--- src/rtl/cfg_pkg.sv ---
// Shared parameters and state encoding for the configuration latch-bank loader.
package cfg_pkg;
    localparam int WORD_W         = 32;
    localparam int NUM_WORDS      = 11;
    localparam int BYTE_W         = 8;
    localparam int BYTES_PER_WORD = WORD_W / BYTE_W;
    localparam int BCNT_W         = (BYTES_PER_WORD > 1) ? $clog2(BYTES_PER_WORD) : 1;
    localparam int WCNT_W         = (NUM_WORDS > 1) ? $clog2(NUM_WORDS) : 1;

    typedef enum logic [2:0] {
        ST_IDLE,
        ST_COLLECT,
        ST_SETUP,
        ST_STROBE,
        ST_HOLD,
        ST_DONE
    } cfg_ld_state_t;
endpackage

--- src/rtl/cfg_byte_packer.sv ---
// Packs the incoming byte stream into words, first byte in the least significant lane.
module cfg_byte_packer
    import cfg_pkg::*;
(
    input  logic              clk,
    input  logic              reset,
    input  logic              clear,
    input  logic              accept,
    input  logic [BYTE_W-1:0] data,
    output logic [WORD_W-1:0] word,
    output logic              word_full
);
    logic [WORD_W-1:0] pack_q;
    logic [BCNT_W-1:0] byte_cnt_q;
    logic              last_byte;

    // The current byte is merged combinationally so the loader can capture the
    // complete word on the same edge that accepts its last byte.
    always_comb begin
        word = pack_q;
        for (int i = 0; i < BYTES_PER_WORD; i++) begin
            if (byte_cnt_q == BCNT_W'(i)) begin
                word[i*BYTE_W +: BYTE_W] = data;
            end
        end
    end

    assign last_byte = (byte_cnt_q == BCNT_W'(BYTES_PER_WORD - 1));
    assign word_full = accept & last_byte;

    always_ff @(posedge clk) begin
        if (reset || clear) begin
            pack_q     <= '0;
            byte_cnt_q <= '0;
        end else if (accept) begin
            pack_q     <= word;
            byte_cnt_q <= last_byte ? '0 : byte_cnt_q + 1'b1;
        end
    end
endmodule

--- src/rtl/configs_loader.sv ---
// Write-side driver for the configuration latch bank: packs bytes into words and
// strobes one latch enable per word with a full cycle of data setup and hold.
//
// state   | meaning
// IDLE    | waiting for io_start after reset
// COLLECT | accepting bytes until a word is complete
// SETUP   | io_d_out settled, enables low
// STROBE  | one-hot enable for word_cnt high
// HOLD    | enables low, io_d_out still held
// DONE    | all words written, waiting for a restart
module configs_loader
    import cfg_pkg::*;
(
    input  logic                 clk,
    input  logic                 reset,
    input  logic                 io_start,
    input  logic                 io_in_valid,
    output logic                 io_in_ready,
    input  logic [BYTE_W-1:0]    io_in_data,
    output logic [WORD_W-1:0]    io_d_out,
    output logic [NUM_WORDS-1:0] io_configs_en,
    output logic                 io_busy,
    output logic                 io_done
);
    cfg_ld_state_t        state_q, state_d;
    logic [WCNT_W-1:0]    word_cnt_q, word_cnt_d;
    logic [WORD_W-1:0]    d_out_q, d_out_d;
    logic [NUM_WORDS-1:0] en_q, en_d;
    logic                 pk_clear;
    logic                 accept;
    logic [WORD_W-1:0]    pk_word;
    logic                 pk_word_full;
    logic                 last_word;

    assign accept    = io_in_valid & (state_q == ST_COLLECT);
    assign last_word = (word_cnt_q == WCNT_W'(NUM_WORDS - 1));

    cfg_byte_packer u_packer (
        .clk       (clk),
        .reset     (reset),
        .clear     (pk_clear),
        .accept    (accept),
        .data      (io_in_data),
        .word      (pk_word),
        .word_full (pk_word_full)
    );

    always_ff @(posedge clk) begin
        if (reset) begin
            state_q    <= ST_IDLE;
            word_cnt_q <= '0;
            d_out_q    <= '0;
            en_q       <= '0;
        end else begin
            state_q    <= state_d;
            word_cnt_q <= word_cnt_d;
            d_out_q    <= d_out_d;
            en_q       <= en_d;
        end
    end

    // Enable is registered from the SETUP decision so it is high exactly during STROBE.
    always_comb begin
        state_d    = state_q;
        word_cnt_d = word_cnt_q;
        d_out_d    = d_out_q;
        en_d       = '0;
        pk_clear   = 1'b0;
        unique case (state_q)
            ST_IDLE, ST_DONE: begin
                if (io_start) begin
                    state_d    = ST_COLLECT;
                    word_cnt_d = '0;
                    pk_clear   = 1'b1;
                end
            end
            ST_COLLECT: begin
                if (pk_word_full) begin
                    state_d = ST_SETUP;
                    d_out_d = pk_word;
                end
            end
            ST_SETUP: begin
                state_d = ST_STROBE;
                en_d    = NUM_WORDS'(1) << word_cnt_q;
            end
            ST_STROBE: begin
                state_d = ST_HOLD;
            end
            ST_HOLD: begin
                if (last_word) begin
                    state_d = ST_DONE;
                end else begin
                    word_cnt_d = word_cnt_q + 1'b1;
                    state_d    = ST_COLLECT;
                end
            end
            default: begin
                state_d = ST_IDLE;
            end
        endcase
    end

    assign io_d_out      = d_out_q;
    assign io_configs_en = en_q;
    assign io_in_ready   = (state_q == ST_COLLECT);
    assign io_busy       = (state_q == ST_COLLECT) || (state_q == ST_SETUP) ||
                           (state_q == ST_STROBE)  || (state_q == ST_HOLD);
    assign io_done       = (state_q == ST_DONE);
endmodule
--- config.mk ---
export PLATFORM = sky130hd
export DESIGN_NAME = configs_loader
export DESIGN_NICKNAME = d
export VERILOG_FILES = /design/src/rtl/cfg_pkg.sv /design/src/rtl/cfg_byte_packer.sv /design/src/rtl/configs_loader.sv
export SDC_FILE = /design/constraint.sdc
export NUM_CORES = 1
export LEC_CHECK = 0
export ABC_CLOCK_PERIOD_IN_PS = 2700
export CAP_MARGIN = 10
export CORE_MARGIN = 2
export CORE_UTILIZATION = 54
export DETAILED_ROUTE_END_ITERATION = 6
export PLACE_DENSITY = 0.79
export SLEW_MARGIN = 40
export SYNTH_ARGS = -nofsm -noshare
export SYNTH_HDL_FRONTEND = slang
export SYNTH_HIERARCHICAL = 1
export SYNTH_SLANG_ARGS = --single-unit
export TNS_END_PERCENT = 20
--- constraint.sdc ---
create_clock -name clk -period 2.7 [get_ports clk]
set_input_delay 0.405 -clock clk [delete_from_list [all_inputs] [get_ports clk]]
set_output_delay 0.405 -clock clk [all_outputs]
set_load 0.01 [all_outputs]
==> metrics.md, run 1 <==
| Metric | Value |
|---|---|
| Status | `finished, final reports clean` |
| FFs w/ async S/R, synth | `0%` |
| WP buf/inv | `2` |
| Core box area | `7140 um^2` |
| Worst R2R End | `io_d_out[16]$_SDFFE_PP0P_` |
| Crit path capture type | `register` |
| CTS clk-pin slew, worst paths | `0.08 ns` |
| Design Power | `2280 uW` |
| IO Pins | `58` |
| CP Launch Type | `register` |
| Net Sw Frac | `22.5%` |
| HP Class | `reg -> reg` |
| Syn Nets | `443` |
| Cts bufs inserted | `9` |
| CP arrival | `2.43 ns` |
| CP max stage delay | `0.35 ns` |
| Placed instance count | `556` |
| Hold path depth | `2` |
| Final setup viols | `0` |
| Crit Path Class | `reg -> reg` |
| Synth area leader | `dfxtp_1` |
| DP HPWL | `5.23 mm` |
| P_int | `1770 uW` |
| Die Height | `89.1 um` |
| Pins over their slew limit | `0` |
| Area share of the largest cell type after synthesis | `43.0%` |
| CTS max path bufs | `2` |
| Power Density | `484 nW/um^2` |
| Fraction of layout cells with a size suffix above 1 | `22.9%` |
| R2R cell count | `8` |
| Routed Antenna Nets | `0` |
| Unrepaired setup endpoints after global routing | `no` |
| Post-synth EDFFs | `0` |
| Worst VDD drop | `0.000389 V` |
| Resize count post-CTS | `0` |
| Post-synth top flop | `dfxtp_1` |
| Maximum number of pins on one net before global-route repair | `68` |
| TritonCTS clock tree | `done` |
| Crit Path Max Fanout | `32` |
| Antenna violations before repair | `0` |
| Post-CTS Setup Repair Bufs | `0` |
| Mapped Area | `3910 um^2` |
| Critical R2R Launch | `state_q[0]$_SDFFE_PP0P_` |
| CP delay by family, top | `simple AND/OR/NAND/NOR gates` |
| Initial Util | `54.8%` |
| Die Area | `7930 um^2` |
| FMAX | `465 MHz` |
| Leakage | `0.00165 uW` |
| Vias per cell | `5.31` |
| Reg power frac | `54.7%` |
| Diode count | `0` |
| FF+latch count, synth | `84` |
| Most used cell, CP | `buf_4` |
| Worst relative slew slack | `50.9%` |
| Worst skew pair latency | `0.35 ns` |
| Slew @ Worst Pin | `0.737 ns` |
| Iter 0 DRT Violations | `209` |
| First-pass DRT Iterations | `4` |
| Critical Path RT | `2.98 ns` |
| Total GRT Usage | `21.6%` |
| Clock share of power | `38.9%` |
| Root buf cell | `clkbuf_8` |
| Comb pwr share | `6.5%` |
| Total global routing overflow | `0` |
| Fin crit period | `2.15 ns` |
| Port Buf Inserts | `57` |
| MaxCap Viol Count | `0` |
| H-tree lvl count | `3` |
| Finished Layout Cells | `570` |
| DR WL/cell | `14.0 um` |
| TNS Setup | `0 ns` |
| Row count | `31` |
| Period utilization | `79.7%` |
| Synthesized area per cell | `9.26 um^2` |
| Die Wd | `89.1 um` |
| First-pass GRT wire length | `13.4 mm` |
| Net Sw Power | `512 uW` |
| Yosys warning total | `6` |
| Worst hold endpoint | `io_d_out[30]$_SDFFE_PP0P_` |
| Seq/Total Area, Yosys | `43.0%` |
| CTS Hold Bufs | `0` |
| Yosys cell types | `44` |
| Layout area overhead | `20.6%` |
| Area contributors post-synth | `dfxtp_1 (43%), mux2_2 (9.2%), a21bo_2 (8.2%), a21oi_1 (7.7%), nand2_1 (6.1%)` |
| # DRC | `0` |
| DR vias | `3029` |
| R2r setup slk | `0.55 ns` |
| Post-Synthesis Cells | `422` |
| Hold_sp | `io_d_out[30]$_SDFFE_PP0P_` |
| Final hold violations | `0` |
| Clock Skew | `0.00787 ns` |
| Max stage delay cell, worst path | `buf_4` |
| Final net count | `489` |
| Clock Sinks | `84` |
| Number of global-route vias before repair | `2901` |
| Worst-path cell chain | `buf_4, nor3b_1, and2_2, and2_1, nor4bb_4, buf_4, nand2_1, a21oi_1` |
| Gpl congestion | `0.737` |
| WL final | `8.01 mm` |
## synthesized netlist by cell type, types with 2 or more instances
| master | count |
|---|---|
| dfxtp_1 | 84 |
| nand2_1 | 64 |
| a21oi_1 | 60 |
| nand3_1 | 34 |
| a21bo_2 | 32 |
| mux2_2 | 32 |
| buf_2 | 14 |
| and2_1 | 13 |
| a21oi_2 | 10 |
| clkbuf_1 | 10 |
| buf_4 | 9 |
| ha_1 | 9 |
| nor2_1 | 6 |
| inv_1 | 5 |
| nand2b_1 | 4 |
| and3b_1 | 3 |
| buf_6 | 2 |
| nand3b_1 | 2 |
| nor3b_2 | 2 |
| o21ai_0 | 2 |
| o221ai_1 | 2 |
## worst max-delay path by stage
| stage | start | end | slack, ns | depth (start not counted) |
|---|---|---|---|---|
| finish | state_q[0]$_SDFFE_PP0P_ | io_d_out[16]$_SDFFE_PP0P_ | 0.55 | 8 |
| global route | state_q[0]$_SDFFE_PP0P_ | io_d_out[16]$_SDFFE_PP0P_ | 0.26 | 8 |
| CTS | state_q[0]$_SDFFE_PP0P_ | io_d_out[16]$_SDFFE_PP0P_ | 0.51 | 8 |
| detailed placement | state_q[0]$_SDFFE_PP0P_ | io_d_out[16]$_SDFFE_PP0P_ | 0.53 | 8 |
| global placement | io_in_valid | io_d_out[30]$_SDFFE_PP0P_ | 0.60 | 7 |
| floorplan | state_q[2]$_SDFFE_PP0P_ | io_d_out[10]$_SDFFE_PP0P_ | 0.14 | 12 |
## flip-flops by register name, summed over array words and instances (netlist names)
name                 cells
u_packer/byte_cnt_q      2
word_cnt_q               4
u_packer/pack_q         32
state_q                  3
io_configs_en           11
io_d_out                32
## stage by stage
step / util (%) / area [um^2] / worst slack, ns / hold WS [ns]
after floorplan: - / 3910 / 0.142 / 0.481
after global placement: 63.4 / 4520 / 0.604 / 0.443
after CTS: 66.0 / 4710 / 0.508 / 0.463
after detailed placement: 63.4 / 4520 / 0.535 / 0.450
after global routing: 66.0 / 4710 / 0.259 / 0.480
final: 66.0 / 4710 / 0.548 / 0.459
## cell usage in the layout (no fill, tap or decap), types with 2 or more instances in the layout
cell	count
and3b_1	3
dfxtp_1	84
a21oi_2	10
o21ai_0	2
and2_1	12
nor2_1	6
nand2b_1	4
a21oi_1	60
o221ai_1	2
inv_1	5
ha_1	9
a21bo_2	32
nand3_1	34
clkdlybuf4s50_1	57
nand2_1	64
nor3b_2	2
nand3b_1	2
mux2_2	32
clkbuf_8	11
buf_4	14
## layout make-up
cell class / instances / area [um^2]
Timing Repair Buffer: 71 / 676
Sequential cell: 84 / 1680
Tap cell: 99 / 124
Clock inverter: 2 / 35.0
Inverter: 5 / 18.8
Fill cell: 626 / 2420
Clock buffer: 12 / 155
Multi-Input combinational cell: 297 / 2020
## cell families (layout without fill, tap and decap cells)
group                      after synthesis  count (layout)  synth area share [%]
AOI/OAI and AO/OA                      113             113                  20.3
xor gates and xnor gates                 2               2                 0.448
adders and majority gates                9               9                  2.88
buffers and inverters                   41              90                  5.64
DFF                                     84              84                  43.0
muxes                                   33              33                  9.48
and+or+nand+nor                        140             140                  18.3
## layer usage
layer | track usage [%] | part of all wire (%)
met1 | 27.2 | 46
met2 | 37.4 | 49
met3 | 3.32 | 3.2
met4 | 8.28 | 1.8
met5 | 0 | 0
## worst register-to-register path, delay by kind of cell (launching register included)
family,cells,cell delay [ns]
DFF,1,0.32
buffers and inverters,2,0.55
and+or+nand+nor,5,1.09
AOI/OAI and AO/OA,1,0.13
## power groups by stage
stage          clock (uW)  combinational [uW]  sequential [uW]
2_1_floorplan           0                96.6             1280
3_3_place_gp            0                 144             1270
3_5_place_dp            0                 146             1280
4_1_cts               904                 147             1250
5_1_grt               952                 162             1250
6_report              886                 148             1250
No activity file was read; power rests on OpenSTA's default activity.
==> run 2, diff against run 1 <==
--- a/config.mk
+++ b/config.mk
@@ -5,12 +5,12 @@
 export SDC_FILE = /design/constraint.sdc
 export NUM_CORES = 1
 export LEC_CHECK = 0
-export ABC_CLOCK_PERIOD_IN_PS = 2700
+export ABC_CLOCK_PERIOD_IN_PS = 1850
 export CAP_MARGIN = 10
 export CORE_MARGIN = 2
-export CORE_UTILIZATION = 54
+export CORE_UTILIZATION = 49
 export DETAILED_ROUTE_END_ITERATION = 6
-export PLACE_DENSITY = 0.79
+export PLACE_DENSITY = 0.75
 export SLEW_MARGIN = 40
 export SYNTH_ARGS = -nofsm -noshare
 export SYNTH_HDL_FRONTEND = slang
==> constraint.sdc (replaced) <==
create_clock -name clk -period 1.85 [get_ports clk]
set_input_delay 0.2775 -clock clk [delete_from_list [all_inputs] [get_ports clk]]
set_output_delay 0.2775 -clock clk [all_outputs]
set_load 0.01 [all_outputs]
==> metrics.md, run 2 (synthesized netlist as in run 1, its figures left out) <==
| Metric | Value |
|---|---|
| Status | `finished, final reports clean` |
| CP Capture Point | `word_cnt_q[2]$_SDFFE_PP0P_` |
| Period utilization | `95.1% (+15 points)` |
| Unrepaired setup endpoints after global routing | `no` |
| MaxCap Viol Count | `0 (unchanged)` |
| Worst R2R End | `word_cnt_q[2]$_SDFFE_PP0P_` |
| Antenna violations before repair | `0 (unchanged)` |
| DR vias | `3044 (+0.50%)` |
| CP delay by family, top | `simple AND/OR/NAND/NOR gates` |
| Initial Util | `50.6% (-4.2 points)` |
| Finished Layout Cells | `579 (+1.6%)` |
| HP Class | `reg -> reg` |
| TritonCTS clock tree | `done` |
| R2R cell count | `5 (-3)` |
| Diode count | `0 (unchanged)` |
| Crit Path Max Fanout | `13 (-59%)` |
| WL final | `8.08 mm (+0.84%)` |
| Final net count | `493 (+0.82%)` |
| Die Height | `93.3 um (+4.8%)` |
| Row count | `32 (+3.2%)` |
| Most common cell after layout, fill and taps aside | `dfxtp_1` |
| Gpl congestion | `0.758 (+2.9%)` |
| Die Area | `8700 um^2 (+9.7%)` |
| CTS clk-pin slew, worst paths | `0.08 ns (about the same)` |
| Max layer used | `met4` |
| Core box area | `7730 um^2 (+8.3%)` |
| Vias per cell | `5.26 (-1.1%)` |
| Max stage delay cell, worst path | `or3b_4` |
| Layout area overhead | `23.0%` |
| Port Buf Inserts | `57 (unchanged)` |
| Maximum number of pins on one net before global-route repair | `68 (unchanged)` |
| Worst relative slew slack | `69.3% (+18 points)` |
| Critical Path RT | `2.10 ns (-0.88 ns)` |
| Power Density | `674 nW/um^2 (+39%)` |
| Total global routing overflow | `0 (unchanged)` |
| Fraction of layout cells with a size suffix above 1 | `24.9% (+2.0 points)` |
| Routed wl met3 | `367 um (+45%)` |
| WP buf/inv | `2 (unchanged)` |
| Iter 0 DRT Violations | `153 (-27%)` |
| Instance count on the critical path | `5 (-3)` |
| Cts bufs inserted | `9 (unchanged)` |
| Final hold violations | `0 (unchanged)` |
| Clock Sinks | `84 (unchanged)` |
| Worst skew pair latency | `0.35 ns (about the same)` |
| R2r setup slk | `0.09 ns (-0.46 ns)` |
| M1 wire length | `3.70 mm (-0.51%)` |
| Number of global-route vias before repair | `2790 (-3.8%)` |
| First-pass DRT Iterations | `4 (unchanged)` |
| Die Wd | `93.3 um (+4.8%)` |
| H-tree lvl count | `3 (unchanged)` |
| Critical path origin | `state_q[2]$_SDFFE_PP0P_` |
| Root buf cell | `clkbuf_8` |
| IO Pins | `58 (unchanged)` |
| CP max stage delay | `0.42 ns (+0.07 ns)` |
| First-pass GRT wire length | `13.4 mm (+0.25%)` |
| Worst hold margin | `0.456 ns (-0.00348 ns)` |
| Final worst slack | `0.0900 ns (-0.458 ns)` |
| # DRC | `0 (unchanged)` |
| Worst-path cell chain | `buf_6, buf_4, or3b_4, or4_1, o311ai_1` |
| Routed Antenna Nets | `0 (unchanged)` |
| Reg area | `1680 um^2 (+0.15%)` |
| Crit path capture type | `register` |
| Fin crit period | `1.76 ns (-0.392 ns)` |
| CP Launch Type | `register` |
| Total GRT Usage | `19.3% (-2.3 points)` |
| DR WL/cell | `13.9 um (-0.73%)` |
| FMAX | `568 MHz (+22%)` |
| Slew @ Worst Pin | `0.460 ns (-0.277 ns)` |
| CTS Hold Bufs | `0 (unchanged)` |
| Critical R2R Launch | `state_q[2]$_SDFFE_PP0P_` |
| Crit Path Class | `reg -> reg` |
| Clock Skew | `0.0107 ns (+0.00282 ns)` |
| Worst VDD drop | `0.000355 V (-8.6%)` |
| CTS max path bufs | `2 (unchanged)` |
| DP HPWL | `5.29 mm (+1.1%)` |
| CP arrival | `2.01 ns (-0.42 ns)` |
| Pins over their slew limit | `0 (unchanged)` |
| Most frequent cells in the layout | `dfxtp_1 (82), nand2_1 (64), a21oi_1 (60)` |
| Metal2 WL | `3.91 mm (+0.31%)` |
| Placed instance count | `562 (+1.1%)` |
| Filler instances | `656 (+4.8%)` |
| Worst slack at placement | `0.0234 ns (-0.511 ns)` |
| Final setup viols | `0 (unchanged)` |
| Leakage | `0.00169 uW (+2.5%)` |
| Multi-input logic area | `2050 um^2 (+1.2%)` |
[run 2: cell types whose count changed in the layout (fill, tap and decap cells not counted), sizes merged]
cell           delta
bufinv            -1
clkdlybuf4s50     -2
clkinv            +1
clkinvlp          +1
dlygate4sd2       +2
clkbuf            +1
buf               +4
[run 2: metrics by stage]
step	util (%)	TNS [ns]	power (uW)	area (um^2)
3_3_place_gp	59.6	0	2090	4600
5_1_grt	62.2	0	3380	4810
6_report	62.2	0	3240	4810
4_1_cts	62.1	0	3280	4800
3_5_place_dp	59.6	0	2090	4600
2_1_floorplan	-	-6.92	2010	3980
[run 2: worst min path at each step]
| stage | from | end | slack [ns] | cells after the start |
|---|---|---|---|---|
| after floorplan | io_in_data[2] | u_packer/pack_q[10]$_SDFFE_PP0P_ | 0.43 | 2 |
| after global placement | io_d_out[25]$_SDFFE_PP0P_ | io_d_out[25]$_SDFFE_PP0P_ | 0.44 | 2 |
| after detailed placement | io_d_out[13]$_SDFFE_PP0P_ | io_d_out[13]$_SDFFE_PP0P_ | 0.45 | 2 |
| after CTS | io_d_out[9]$_SDFFE_PP0P_ | io_d_out[9]$_SDFFE_PP0P_ | 0.46 | 2 |
| after global routing | io_d_out[7]$_SDFFE_PP0P_ | io_d_out[7]$_SDFFE_PP0P_ | 0.49 | 2 |
| final | io_d_out[9]$_SDFFE_PP0P_ | io_d_out[9]$_SDFFE_PP0P_ | 0.46 | 2 |
[run 2: metal layers]
metal	GRT usage [%]	vias to the layer above
met3	4.83	9
li1	-	1557
met2	31.5	58
met1	25.3	1420
met5	0	-
met4	5.88	0
[run 2: cell type report]
type                       instances  area share [%]
clock buffer                      13            3.31
clock inverter                     3           0.443
inverter                           5           0.391
multi-input combinational        297            42.6
sequential                        84            35.0
tap                              102            2.66
timing repair buffer              75            15.6
[run 2: worst reg2reg max path: stages, from the launching register on]
cell	delay (ns)
dfxtp_1	0.40
buf_6	0.13
buf_4	0.20
or3b_4	0.42
or4_1	0.41
o311ai_1	0.10
[run 2: where the power goes]
group	internal, uW	switching [uW]	total [uW]
clock network	563	629	1190
registers	1810	5.29	1820
logic	94.8	135	229
total	2470	769	3240
[run 2: timing repair]
item                                    CTS  global route
buffers inserted                          1             0
endpoints found under the setup margin    2            13
resized for setup                         5             1
